<file path="config.mk">
export PLATFORM = sky130hd
export DESIGN_NAME = reg_arbiter_flat
export DESIGN_NICKNAME = d
export VERILOG_FILES = /design/src/rtl/reg_arbiter_pkg.sv /design/src/rtl/reg_arbiter_if.sv /design/src/rtl/reg_arbiter_rr_pick.sv /design/src/rtl/reg_arbiter.sv /design/src/flat_wrapper.sv
export SDC_FILE = /design/constraint.sdc
export NUM_CORES = 1
export LEC_CHECK = 0
export CAP_MARGIN = 20
export CORE_UTILIZATION = 38
export DETAILED_ROUTE_END_ITERATION = 16
export GPL_TIMING_DRIVEN = 0
export HOLD_SLACK_MARGIN = 0.02
export PLACE_DENSITY = 0.85
export SETUP_SLACK_MARGIN = 0.15
export SYNTH_ARGS = -nofsm -noshare
export SYNTH_HDL_FRONTEND = slang
export SYNTH_SLANG_ARGS = --single-unit
</file>
<file path="constraint.sdc">
create_clock -name clk -period 2.25 [get_ports clk]
set_input_delay 0.45 -clock clk [delete_from_list [all_inputs] [get_ports clk]]
set_output_delay 0.45 -clock clk [all_outputs]
set_load 0.05 [all_outputs]
</file>
<file path="src/rtl/reg_arbiter_pkg.sv">
// rtl/reg_arbiter_pkg.sv - shared types, defaults and helpers for the register-bank write arbiter
package reg_arbiter_pkg;

  localparam int NREQ_DEF = 3;
  localparam int NREG_DEF = 4;
  localparam int W_DEF    = 8;
  localparam int MAX_NREG = 16;
  localparam int MAX_AW   = 4;

  typedef enum logic {
    ST_CLEAR,
    ST_RUN
  } state_e;

  function automatic logic [MAX_NREG-1:0] onehot(input logic [MAX_AW-1:0] idx);
    logic [MAX_NREG-1:0] v;
    v      = '0;
    v[idx] = 1'b1;
    return v;
  endfunction

endpackage

</file>
<file path="src/rtl/reg_arbiter_if.sv">
// rtl/reg_arbiter_if.sv - requester/register-bank bus; lock vector present with REG_ARBITER_LOCK_EN
interface reg_arbiter_if
  import reg_arbiter_pkg::*;
#(
  parameter int NREQ = NREQ_DEF,
  parameter int NREG = NREG_DEF,
  parameter int W    = W_DEF
);
  localparam int AW = $clog2(NREG);

  logic                 clr;
  logic [NREQ-1:0]      req;
  logic [NREQ*AW-1:0]   addr;
  logic [NREQ*W-1:0]    wdata;
  logic [NREQ-1:0]      gnt;
  logic [NREG-1:0]      reg_we;
  logic [W-1:0]         reg_d;
  logic                 busy;
`ifdef REG_ARBITER_LOCK_EN
  logic [NREQ-1:0]      lock;

  modport master (output clr, req, addr, wdata, lock, input gnt, reg_we, reg_d, busy);
  modport slave  (input clr, req, addr, wdata, lock, output gnt, reg_we, reg_d, busy);
`else
  modport master (output clr, req, addr, wdata, input gnt, reg_we, reg_d, busy);
  modport slave  (input clr, req, addr, wdata, output gnt, reg_we, reg_d, busy);
`endif

endinterface

</file>
<file path="src/rtl/reg_arbiter_rr_pick.sv">
// rtl/reg_arbiter_rr_pick.sv - combinational round-robin selector: first request at or after ptr
module rr_pick
  import reg_arbiter_pkg::*;
#(
  parameter int NREQ = NREQ_DEF,
  localparam int PW  = $clog2(NREQ)
) (
  input  logic [NREQ-1:0] req_i,
  input  logic [PW-1:0]   ptr_i,
  output logic            valid_o,
  output logic [PW-1:0]   idx_o
);

  logic [PW:0]   sum;
  logic [PW-1:0] cand;

  // Candidate index wraps at NREQ, which need not be a power of two.
  always_comb begin
    valid_o = 1'b0;
    idx_o   = '0;
    sum     = '0;
    cand    = '0;
    for (int k = 0; k < NREQ; k++) begin
      sum = {1'b0, ptr_i} + (PW+1)'(k);
      if (sum >= (PW+1)'(NREQ)) sum = sum - (PW+1)'(NREQ);
      cand = sum[PW-1:0];
      if (!valid_o && req_i[cand]) begin
        valid_o = 1'b1;
        idx_o   = cand;
      end
    end
  end

endmodule

</file>
<file path="src/rtl/reg_arbiter.sv">
// rtl/reg_arbiter.sv - round-robin write-port controller with clear sequence; REG_ARBITER_LOCK_EN adds grant locking
module reg_arbiter
  import reg_arbiter_pkg::*;
#(
  parameter int NREQ = NREQ_DEF,
  parameter int NREG = NREG_DEF,
  parameter int W    = W_DEF
) (
  input logic         clk,
  input logic         rst,
  reg_arbiter_if.slave bus
);
  localparam int AW = $clog2(NREG);
  localparam int PW = $clog2(NREQ);

  state_e          state_q;
  logic [AW-1:0]   cidx_q;
  logic [PW-1:0]   ptr_q;
  logic [NREQ-1:0] gnt_q;
  logic [NREG-1:0] reg_we_q;
  logic [W-1:0]    reg_d_q;
  logic            busy_q;

  logic            locked;
  logic [NREQ-1:0] arb_req;
  logic            pick_valid;
  logic [PW-1:0]   pick_idx;
  logic [PW-1:0]   ptr_d;
  logic [NREQ-1:0] gnt_d;
  logic [AW-1:0]   sel_addr;
  logic [W-1:0]    sel_data;

`ifdef REG_ARBITER_LOCK_EN
  assign locked = |(gnt_q & bus.lock);
`else
  assign locked = 1'b0;
`endif

  // A requester in its grant cycle is masked, unless it holds the lock.
  assign arb_req = locked ? (bus.req & gnt_q) : (bus.req & ~gnt_q);

  rr_pick #(.NREQ(NREQ)) u_pick (
    .req_i   (arb_req),
    .ptr_i   (ptr_q),
    .valid_o (pick_valid),
    .idx_o   (pick_idx)
  );

  always_comb begin
    sel_addr = '0;
    sel_data = '0;
    gnt_d    = '0;
    gnt_d[pick_idx] = 1'b1;
    for (int i = 0; i < NREQ; i++) begin
      if (pick_idx == PW'(i)) begin
        sel_addr = bus.addr[i*AW +: AW];
        sel_data = bus.wdata[i*W +: W];
      end
    end
    ptr_d = ptr_q;
    if (!locked) ptr_d = (pick_idx == PW'(NREQ-1)) ? '0 : pick_idx + 1'b1;
  end

  // busy_q lags the state by one cycle and also gates the first arbitration after a clear.
  always_ff @(posedge clk or negedge rst) begin
    if (!rst) begin
      state_q  <= ST_CLEAR;
      cidx_q   <= '0;
      ptr_q    <= '0;
      gnt_q    <= '0;
      reg_we_q <= '0;
      reg_d_q  <= '0;
      busy_q   <= 1'b1;
    end else begin
      gnt_q    <= '0;
      reg_we_q <= '0;
      reg_d_q  <= '0;
      if (bus.clr) begin
        state_q  <= ST_CLEAR;
        reg_we_q <= NREG'(onehot('0));
        cidx_q   <= AW'(1);
        busy_q   <= 1'b1;
      end else begin
        case (state_q)
          ST_CLEAR: begin
            busy_q   <= 1'b1;
            reg_we_q <= NREG'(onehot(MAX_AW'(cidx_q)));
            if (cidx_q == AW'(NREG-1)) begin
              state_q <= ST_RUN;
              cidx_q  <= '0;
            end else begin
              cidx_q <= cidx_q + 1'b1;
            end
          end
          ST_RUN: begin
            busy_q <= 1'b0;
            if (!busy_q && pick_valid) begin
              gnt_q    <= gnt_d;
              reg_we_q <= NREG'(onehot(MAX_AW'(sel_addr)));
              reg_d_q  <= sel_data;
              ptr_q    <= ptr_d;
            end
          end
          default: state_q <= ST_CLEAR;
        endcase
      end
    end
  end

  assign bus.gnt    = gnt_q;
  assign bus.reg_we = reg_we_q;
  assign bus.reg_d  = reg_d_q;
  assign bus.busy   = busy_q;

endmodule

</file>
<file path="src/flat_wrapper.sv">
// flat-port wrapper written by rule: the top's interface ports become plain ports
module reg_arbiter_flat import reg_arbiter_pkg::*;
#(
  parameter int NREQ = NREQ_DEF,
  parameter int NREG = NREG_DEF,
  parameter int W    = W_DEF
)
  (clk, rst, bus_clr, bus_req, bus_addr, bus_wdata, bus_gnt, bus_reg_we, bus_reg_d, bus_busy);
  reg_arbiter_if #(.NREQ(NREQ), .NREG(NREG), .W(W)) bus_i ();
  input logic clk;
  input logic rst;
  input wire logic [$bits(bus_i.clr)-1:0] bus_clr;
  input wire logic [$bits(bus_i.req)-1:0] bus_req;
  input wire logic [$bits(bus_i.addr)-1:0] bus_addr;
  input wire logic [$bits(bus_i.wdata)-1:0] bus_wdata;
  output wire logic [$bits(bus_i.gnt)-1:0] bus_gnt;
  output wire logic [$bits(bus_i.reg_we)-1:0] bus_reg_we;
  output wire logic [$bits(bus_i.reg_d)-1:0] bus_reg_d;
  output wire logic [$bits(bus_i.busy)-1:0] bus_busy;
  assign bus_i.clr = bus_clr;
  assign bus_i.req = bus_req;
  assign bus_i.addr = bus_addr;
  assign bus_i.wdata = bus_wdata;
  assign bus_gnt = bus_i.gnt;
  assign bus_reg_we = bus_i.reg_we;
  assign bus_reg_d = bus_i.reg_d;
  assign bus_busy = bus_i.busy;
  reg_arbiter #(.NREQ(NREQ), .NREG(NREG), .W(W)) u_core (.clk(clk), .rst(rst), .bus(bus_i));
endmodule
</file>
# After elaboration in Yosys (flattened, before gate mapping)
# Cells that the tools add are included.
# totals
elab_cells	90
regBits	21
out_inout_bits	16
input_bits	36
# classes
reduce_logical	11
magnitude_cmp	12
n_bitwise	4
addsub	7
n_eq_ne	4
mux	45
# ops
op	n
8-bit two-way mux	6
2-bit two-way mux	13
1-bit two-way mux	13
2-bit by 3-bit less-than comparator with 1-bit output (second input constant)	4
2-bit by 5-bit less-than comparator with 1-bit output (second input constant)	2
3-bit two-way mux	3
4-bit two-way mux	2
4-bit one-hot mux with 2 select lines	1
1-bit binary-select mux with 2-bit select	3
1-bit demux with 2-bit select	3
2-bit by 1-bit >= comparator with 1-bit output (second input constant)	3
3-bit by 2-bit >= comparator with 1-bit output (second input constant)	2
1-bit logical AND	6
2-bit subtractor (second input constant)	3
2-bit by 1-bit adder with 2-bit output (second input constant)	2
2-bit equality test (second input constant)	2
2-bit by 1-bit adder with 3-bit output (second input constant)	1
2-bit by 2-bit adder with 3-bit output (second input constant)	1
3-bit AND	1
1-bit zero test	3
3-bit NOT	1
3-bit AND reduction	1
2-bit by 1-bit equality test with 1-bit output (second input constant)	1
2-bit >= comparator (second input constant)	1
other kinds (4)	5

# Depth between registers and ports, before layout
# Gate-level depths: netlist of the first run.
# logic_depth
ltp_word	22
ltp_mapped	9
depth_no_buf	8

# By module
# From an unflattened synthesis of the first run, not the netlist that was laid out.
# hier_totals
hier_cells	132
area_unflattened_um2	1300.0
# modules_own_cells
mod	seq_area_each_um2	instances	area_per_inst_um2	cells_each
reg_arbiter	526.8	1	1048.5	100
rr_pick	0.0	1	251.5	32

# Least setup slack after synthesis of the first run
# OpenSTA, ideal clock, no wires.
# synth_timing
kind	reg2reg
startpoint	register u_core.gnt_q[1], in the netlist u_core.bus.gnt[1]
endpoint	register u_core.reg_we_q[3], in the netlist u_core.bus.reg_we[3]
required_ps	2130
slack_ps	-59
arrival_ps	2188
path_buffers	0
stages_incl_launch_ff	7
synth_period_minus_slack_ps	2309
setup_ps	120
path_cell_list	dfrtp_1 > nor2b_1 > a31o_1 > or4b_4 > and2_4 > o221a_1 > a41o_1
# synth_via
elab_chain_len	22
word_cells_on_any_way	33
cone_classes	2 x order compare; 2 x eq/ne; 20 x mux; 2 x bitwise; 7 x reduce/logical
# synth_lines
element	line_no	source
start, declared	reg_arbiter.sv:19	logic [NREQ-1:0] gnt_q;
start signal, assigned	reg_arbiter.sv:98	gnt_q <= gnt_d;
3-bit NOT *	reg_arbiter.sv:40	assign arb_req = locked ? (bus.req & gnt_q) : (bus.req & ~gnt_q);
3-bit AND *	reg_arbiter.sv:40	
1-bit binary-select mux with 2-bit select	reg_arbiter_rr_pick.sv:27	if (!valid_o && req_i[cand]) begin
1-bit two-way mux (not written as such)	reg_arbiter_rr_pick.sv:27	
1-bit two-way mux	reg_arbiter_rr_pick.sv:27	
1-bit zero test	reg_arbiter_rr_pick.sv:27	
1-bit logical AND	reg_arbiter_rr_pick.sv:27	
1-bit two-way mux	reg_arbiter_rr_pick.sv:27	
[... 4 more ...]	--	
2-bit two-way mux (3 in series)	reg_arbiter.sv:55	if (pick_idx == PW'(i)) begin
2-bit by 5-bit less-than comparator with 1-bit output (not written as such) / 2-bit by 1-bit >= comparator with 1-bit output (equally long branches)	reg_arbiter_pkg.sv:18	v[idx] = 1'b1;
1-bit logical AND (not written as such)	reg_arbiter_pkg.sv:18	
1-bit two-way mux (not written as such)	reg_arbiter_pkg.sv:18	
1-bit demux with 2-bit select	--	
4-bit two-way mux *	reg_arbiter.sv:97	if (!busy_q && pick_valid) begin
4-bit one-hot mux with 2 select lines *	reg_arbiter.sv:84	case (state_q)
4-bit two-way mux *	reg_arbiter.sv:78	if (bus.clr) begin
end signal, assigned	reg_arbiter.sv:80	reg_we_q <= NREG'(onehot('0));
end signal, assigned	reg_arbiter.sv:87	reg_we_q <= NREG'(onehot(MAX_AW'(cidx_q)));
end signal, assigned	reg_arbiter.sv:99	reg_we_q <= NREG'(onehot(MAX_AW'(sel_addr)));
end, declared	reg_arbiter.sv:20	logic [NREG-1:0] reg_we_q;
# Mark *: on every way between the ends. The rest lies on a longest branch, timed or not. The select of a mux whose other input is x is not followed.
# A chain may end at the register's enable or synchronous reset.

# Final worst setup path of the first run
# layout_timing
startpoint	input bus_req[1]
endpoint	register u_core.reg_we_q[3], in the netlist u_core.bus.reg_we[3]
# layout_via
elab_chain_len	21
word_cells_on_any_way	32
cone_classes	2 x order compare; 2 x eq/ne; 20 x mux; 1 x bitwise; 7 x reduce/logical
# layout_lines
element	line_no	source
start, declared	flat_wrapper.sv:13	input wire logic [$bits(bus_i.req)-1:0] bus_req;
3-bit AND *	reg_arbiter.sv:40	
1-bit binary-select mux with 2-bit select	reg_arbiter_rr_pick.sv:27	
1-bit two-way mux (not written as such)	reg_arbiter_rr_pick.sv:27	
1-bit two-way mux	reg_arbiter_rr_pick.sv:27	
1-bit zero test	reg_arbiter_rr_pick.sv:27	
1-bit logical AND	reg_arbiter_rr_pick.sv:27	
1-bit two-way mux	reg_arbiter_rr_pick.sv:27	
1-bit zero test	reg_arbiter_rr_pick.sv:27	
[... 3 more ...]	--	
2-bit two-way mux (3 in series)	reg_arbiter.sv:55	
2-bit by 5-bit less-than comparator with 1-bit output (not written as such) / 2-bit by 1-bit >= comparator with 1-bit output (equally long branches)	reg_arbiter_pkg.sv:18	
1-bit logical AND (not written as such)	reg_arbiter_pkg.sv:18	
1-bit two-way mux (not written as such)	reg_arbiter_pkg.sv:18	
1-bit demux with 2-bit select	--	
4-bit two-way mux *	reg_arbiter.sv:97	
4-bit one-hot mux with 2 select lines *	reg_arbiter.sv:84	
4-bit two-way mux *	reg_arbiter.sv:78	
# Marks and branches as above.

==> impl_metrics.json, run 1 <==
{
  "power_per_cell_area_nw_per_um2": 1010,
  "synthTopCellsByArea": "dfrtp_1 41%, ha_1 7.2%, a22oi_1 4.3%",
  "dp.cells": 221,
  "fin_nets": 234,
  "htree_levels": 1,
  "route.detailed.drc": 0,
  "worstPathRequired_ns": 2.46,
  "start_kind": "input pin",
  "vias_per_cell": 5.27,
  "period_share_pct": 106,
  "fin_skew_ns": 0.00105,
  "violations": "setup timing",
  "num_io_pins": 52,
  "min_to": "u_core.cidx_q[1]$_DFFE_PN0P_",
  "hold_slack_ns": 0.493,
  "worst-path-buf-inv": 1,
  "final_cells": 234,
  "setup_tns_ns": -1.04,
  "power.total_mw": 2.04,
  "synth-seq-area-share_pct": 43.5,
  "worst_pin_slew_ns": 0.895,
  "clock-sinks": 21,
  "crit_family": "simple AND/OR/NAND/NOR gates",
  "flow.area_growth_from_synthesis_pct": 66.1,
  "core_sq_um": 3030,
  "arrival_ns": 2.59,
  "vias": 1233,
  "dp_hpwl_um": 2460,
  "wl_um": 3480,
  "start_util_pct": 40.0,
  "dp_slack_ns": -0.492,
  "fmax_mhz": 420,
  "cts_buffers": 3,
  "synth_top_area_share_pct": 41.4,
  "dieArea_sq_um": 3410,
  "grt_usage_pct": 20.0,
  "yosysTopAreaCell": "dfrtp_1",
  "syn-num-nets": 170,
  "layout_setup_ws_ns": -0.131,
  "die_h_um": 58.4,
  "rows": 20,
  "crit_slowest_cell": "or4b_4",
  "r2r_start": "u_core.ptr_q[1]$_DFFE_PN0P_",
  "antenna_found_initial": 0,
  "diodes": 0,
  "grt_setup_unrepaired": "true",
  "postCtsHoldBufs": 0,
  "root_buffer": "clkbuf_4",
  "grt_remaining_overflow": 0,
  "grt_pass1_wl_um": 5180,
  "synth-seq-cells": 21,
  "rr_endpoint": "u_core.bus.reg_we[3]$_DFF_PN0_",
  "synth.distinct_cells": 37,
  "cp_cell_sequence": "clkdlybuf4s50_1, nor2b_2, and3_1, or4b_4, and2_4, o221a_1, a41o_1",
  "status": "finished, violations left",
  "mostFrequentLayoutCell": "clkdlybuf4s50_1",
  "hp-class": "in -> reg",
  "ant_nets": 0,
  "fin_util_pct": 66.4,
  "report.final.slew_viol_count": 0,
  "drive_gt1_share_pct": 24.7,
  "critPathKind": "in -> reg",
  "p_leak_nw": 0.877,
  "avgSynthCellArea_sq_um": 9.53,
  "hp-start": "bus_clr",
  "routabilityCongestion": 0.841,
  "layout_common_cells": "49 x clkdlybuf4s50_1, 18 x dfrtp_1, 12 x nor2_1, 8 x buf_4, 7 x a22oi_1",
  "clk_path_buf_depth": 2,
  "ir_drop_uv": 438,
  "drt-initial-drc-count": 18,
  "crit_fanout": 5,
  "setup_viol": 13,
  "finalHoldViolations": 0,
  "die_w_um": 58.4,
  "slew_headroom_pct": 40.1,
  "slowest_delay_ns": 0.51,
  "synth_warnings": 0,
  "final_area_sq_um": 2010,
  "grt_start_max_net_pins": 22,
  "drt_pass1_iterations": 4,
  "netlist_area_sq_um": 1210,
  "cts_tree": "built",
  "clock_latency_ns": 0.31,
  "period_minus_slack_ns": 2.38,
  "maxCapViolCount": 0,
  "rrSetupSlack_ns": -0.10,
  "worstHoldPathCells": 2,
  "placed_area_sq_um": 1800,
  "numPortBuffers": 50,
  "grt_pass1_vias": 1249,
  "cts.clk_slew.worst_paths_ns": 0.11,
  "rr_worst_depth": 7,
  "synthCells": 127,
  "wl_per_cell_um": 14.9,
  "endpoint_kind": "flop"
}
## metal layers
layer / track usage [%] / up-vias / share of wire [%]
li1: - / 583 / -
met1: 22.7 / 586 / 36
met4: 11.9 / 0 / 2.8
met3: 1.76 / 12 / 4.3
met2: 36.5 / 52 / 56
met5: 0 / - / 0
## repair_timing
item / CTS / global route
pin swaps: 3 / 5
buffers inserted: 4 / 4
endpoints found under the hold margin: 0 / 0
cloned: 0 / 1
setup endpoints to repair: 17 / 17
resized for setup: 17 / 15
## registers in the layout, summed over array words and instances (netlist names)
register and count:
u_core.bus.busy 1, u_core.state_q 1, u_core.bus.gnt 3, u_core.bus.reg_we 4, u_core.bus.reg_d 8, u_core.cidx_q 2, u_core.ptr_q 2
## worst max path at each step
stage	start	to	depth (start not counted)
floorplan	u_core.ptr_q[0]$_DFFE_PN0P_	u_core.bus.reg_we[3]$_DFF_PN0_	8
global placement	bus_req[1]	u_core.bus.reg_we[3]$_DFF_PN0_	7
detailed placement	bus_req[1]	u_core.bus.reg_we[3]$_DFF_PN0_	7
CTS	u_core.ptr_q[1]$_DFFE_PN0P_	u_core.bus.reg_we[3]$_DFF_PN0_	7
global route	u_core.ptr_q[1]$_DFFE_PN0P_	u_core.bus.reg_we[3]$_DFF_PN0_	7
finish	bus_req[1]	u_core.bus.reg_we[3]$_DFF_PN0_	7
## power breakdown
group          internal, mW  total (mW)  switching, mW  leakage [nW]
Sequential            0.444       0.494         0.0506         0.271
Clock                0.0693       0.184          0.115        0.0150
Combinational         0.599        1.36          0.762         0.591
## cells in the mapped netlist, drive strengths merged
cell     n
and2     1
nor2    12
o211a    1
a21oi   10
a22oi    7
a311oi   2
dfrtp   20
ha       7
nand2    8
nor3b    1
o221a    1
a31oi    1
dfstp    1
inv     10
or2b     1
xor2     1
nand4    1
o211ai   2
and3     1
o221ai   1
mux2i    4
or4b     1
nand2b   6
a41o     2
clkbuf   4
o311ai   1
a31o     1
o31ai    2
buf      1
nor4b    1
nor3     3
nor2b    4
o32ai    1
nand3    7
## cell families (layout without fill, tap and decap cells)
family | Yosys count | after routing | synth area share, %
and+or+nand+nor | 47 | 47 | 20.4
AOI/OAI and AO/OA | 32 | 32 | 20.1
DFF | 21 | 21 | 43.5
buffers and inverters | 15 | 78 | 4.76
adders and majority gates | 7 | 7 | 7.24
muxes | 4 | 4 | 3.31
xor gates and xnor gates | 1 | 1 | 0.724
## cell type report
| type | instances | area, sq um |
|---|---|---|
| Fill cell | 237 | 1020 |
| Buffer | 5 | 38.8 |
| Sequential cell | 21 | 529 |
| Tap cell | 44 | 55.1 |
| Timing Repair Buffer | 59 | 584 |
| Multi-Input combinational cell | 91 | 738 |
| Clock buffer | 4 | 26.3 |
| Inverter | 10 | 37.5 |
(Power assumes the default switching activity.)
==> run 2: changes to the inputs <==
--- a/config.mk
+++ b/config.mk
@@ -5,12 +5,13 @@
 export SDC_FILE = /design/constraint.sdc
 export NUM_CORES = 1
 export LEC_CHECK = 0
+export ABC_AREA = 1
 export CAP_MARGIN = 20
 export CORE_UTILIZATION = 38
 export DETAILED_ROUTE_END_ITERATION = 16
 export GPL_TIMING_DRIVEN = 0
 export HOLD_SLACK_MARGIN = 0.02
-export PLACE_DENSITY = 0.85
+export PLACE_DENSITY = 0.84
 export SETUP_SLACK_MARGIN = 0.15
 export SYNTH_ARGS = -nofsm -noshare
 export SYNTH_HDL_FRONTEND = slang
==> impl_metrics.json, run 2 <==
{
  "status": "complete, no violations",
  "synthTopCellsByArea": "dfrtp_1 39%, nand2_1 15%, inv_1 7.1%",
  "p_leak_nw": 1.01,
  "start_util_pct": 40.9,
  "wl_um": 3350,
  "ir_drop_uv": 584,
  "dp_hpwl_um": 2260,
  "synth_top_area_share_pct": 39.4,
  "drt_pass1_iterations": 4,
  "grt_pass1_wl_um": 4750,
  "period_share_pct": 94.6,
  "worst_pin_slew_ns": 0.917,
  "finalHoldViolations": 0,
  "dieArea_sq_um": 3570,
  "maxCapViolCount": 0,
  "slowest_delay_ns": 0.42,
  "hp-class": "reg -> reg",
  "avgSynthCellArea_sq_um": 7.51,
  "clk_path_buf_depth": 2,
  "worst-path-buf-inv": 3,
  "grt_pass1_vias": 1168,
  "drt-initial-drc-count": 38,
  "cp_cell_sequence": "inv_2, ha_4, inv_2, nor2_1, nand2_1, nand3_2, nor2_4, nand3_2, nand2_4, inv_6, or2_4, nand2_2, nor2_1, nor2_1, nor2_1",
  "synth_edf_count": 0,
  "route.detailed.drc": 0,
  "min_to": "u_core.cidx_q[0]$_DFFE_PN0P_",
  "synthFlopType": "dfrtp_1",
  "start_kind": "flop",
  "rrSetupSlack_ns": 0.12,
  "routabilityCongestion": 0.836,
  "diodes": 0,
  "synthTopCellsByCount": "50 x nand2_1, 24 x inv_1, 20 x dfrtp_1, 20 x nor2_1, 13 x nand3_1",
  "power_per_cell_area_nw_per_um2": 1240,
  "layout_common_cells": "50 x clkdlybuf4s50_1, 45 x nand2_1, 20 x inv_1, 19 x dfrtp_1, 18 x nor2_1",
  "layout_setup_ws_ns": 0.121,
  "clock-sinks": 21,
  "ant_nets": 0,
  "worstPathRequired_ns": 2.46,
  "yosysTopAreaCell": "dfrtp_1",
  "path_common_cell": "nor2_1",
  "rr_endpoint": "u_core.bus.reg_we[3]$_DFF_PN0_",
  "core_sq_um": 3100,
  "synth_warnings": 0,
  "vias": 1338,
  "rr_worst_depth": 15,
  "fin_skew_ns": 0.0121,
  "arrival_ns": 2.34,
  "netlist_area_sq_um": 1270,
  "num_io_pins": 52,
  "setup_viol": 0,
  "clock_latency_ns": 0.30,
  "largest_register_ffs": 8,
  "numPortBuffers": 51,
  "cts_buffers": 3,
  "syn-num-nets": 212,
  "cts.clk_slew.worst_paths_ns": 0.12,
  "die_h_um": 59.8,
  "fin_nets": 285,
  "grt_setup_unrepaired": "true",
  "period_minus_slack_ns": 2.13,
  "dp_slack_ns": -0.138,
  "yosysMostFrequentCell": "nand2_1",
  "r2r_start": "u_core.ptr_q[0]$_DFFE_PN0P_",
  "crit_slowest_cell": "dfrtp_1",
  "vias_per_cell": 4.69,
  "grt_usage_pct": 17.7,
  "synth-seq-cells": 21,
  "fmax_mhz": 470,
  "endpoint_kind": "flop",
  "synth.distinct_cells": 25,
  "synthCells": 169,
  "crit_family": "simple AND/OR/NAND/NOR gates",
  "ys_async_sr_fraction_pct": 100,
  "root_buffer": "clkbuf_4",
  "grt_start_max_net_pins": 22,
  "hold_slack_ns": 0.539,
  "synth-seq-area-share_pct": 41.5,
  "rows": 20,
  "hp-start": "u_core.cidx_q[0]$_DFFE_PN0P_",
  "cts_tree": "built",
  "nFillCells": 268,
  "grt_remaining_overflow": 0,
  "worstHoldPathCells": 1,
  "slew_headroom_pct": 38.6,
  "die_w_um": 59.8,
  "power.total_mw": 2.58,
  "antenna_found_initial": 0,
  "drive_gt1_share_pct": 23.7,
  "wl_per_cell_um": 11.8,
  "flow.area_growth_from_synthesis_pct": 63.5,
  "mostFrequentLayoutCell": "clkdlybuf4s50_1",
  "htree_levels": 1,
  "report.final.slew_viol_count": 0,
  "cp-startpoint": "u_core.ptr_q[0]$_DFFE_PN0P_",
  "critPathKind": "reg -> reg",
  "crit_fanout": 6
}
[run 2: changes by cell type in the layout (fill, tap and decap cells not counted), sizes merged, moves of 5 or more]
cell,delta
a21oi,-7
a22oi,-7
buf,+8
clkbuf,-5
inv,+16
nand2,+47
nand2b,-6
nand3,+9
nor2,+12
o21ai,+6
[run 2: worst register-to-register path: cells and delay by family (launching register included)]
kind / cells / cell delay, ns
flip-flops: 1 / 0.42
AND/OR/NAND/NOR: 11 / 1.11
adder cells (fa/ha/maj): 1 / 0.24
buffers and inverters: 3 / 0.26
[run 2: worst max path at each step]
stage                                           endpoint  depth (start not counted)  slack [ns]
after detailed placement  u_core.bus.reg_we[3]$_DFF_PN0_                         13       -0.14
after global placement    u_core.bus.reg_we[3]$_DFF_PN0_                         13       -0.12
after floorplan           u_core.bus.reg_we[3]$_DFF_PN0_                         15        0.25
after global routing      u_core.bus.reg_we[2]$_DFF_PN0_                         16       -0.02
final                     u_core.bus.reg_we[3]$_DFF_PN0_                         15        0.12
after CTS                 u_core.bus.reg_we[3]$_DFF_PN0_                         15        0.15
[run 2: area by class of cell]
type / instances / area, sq um / area share, %
Multi-Input combinational cell: 121 / 713 / 34.4
Timing Repair Buffer: 68 / 637 / 30.7
Sequential cell: 21 / 528 / 25.5
Inverter: 26 / 103 / 4.95
Tap cell: 44 / 55.1 / 2.65
Clock buffer: 3 / 22.5 / 1.09
Buffer: 1 / 11.3 / 0.543
Clock inverter: 1 / 5.00 / 0.241
[run 2: metal layers]
| metal | GRT usage, % | wire (um) | vias to the layer above |
|---|---|---|---|
| met4 | 7.31 | 80 | 0 |
| met5 | 0 | 0 | - |
| li1 | - | - | 668 |
| met3 | 4.55 | 215 | 10 |
| met2 | 30.3 | 1690 | 52 |
| met1 | 21.0 | 1370 | 608 |
[run 2: power breakdown]
group          switching (mW)  internal (mW)
logic                    1.11          0.796
clock network           0.111         0.0662
registers              0.0502          0.442
[run 2: per-stage QoR]
step	instance area (sq um)	setup TNS, ns	std cells	util (%)
finish	2070	0	285	66.9
global route	2070	-0.0298	285	66.9
CTS	1920	0	273	61.7
detailed placement	1830	-0.526	264	59.1
global placement	1830	-0.325	264	59.1
floorplan	1270	0	169	-
[run 2: cell families after synthesis]
group | synth area share, %
AOI/OAI and AO/OA | 7.49
adders and majority gates | 6.90
buffers and inverters | 8.78
DFF | 41.5
and+or+nand+nor | 35.3
[run 2: repair_timing]
action | CTS | global route
setup buffers | 5 | 12
hold endpoints to repair | 0 | 0
pin swaps | 2 | 12
setup endpoints to repair | 8 | 16
hold buffers | 0 | 0
gates resized for setup | 4 | 20
==> run 3: changes to the inputs <==
--- a/config.mk
+++ b/config.mk
@@ -8,6 +8,7 @@
 export ABC_AREA = 1
 export CAP_MARGIN = 20
 export CORE_UTILIZATION = 38
+export CTS_CLUSTER_SIZE = 10
 export DETAILED_ROUTE_END_ITERATION = 16
 export GPL_TIMING_DRIVEN = 0
 export HOLD_SLACK_MARGIN = 0.02
==> results of run 3 <==
No change in the layout: final DEF, timing and power equal those of run 2.
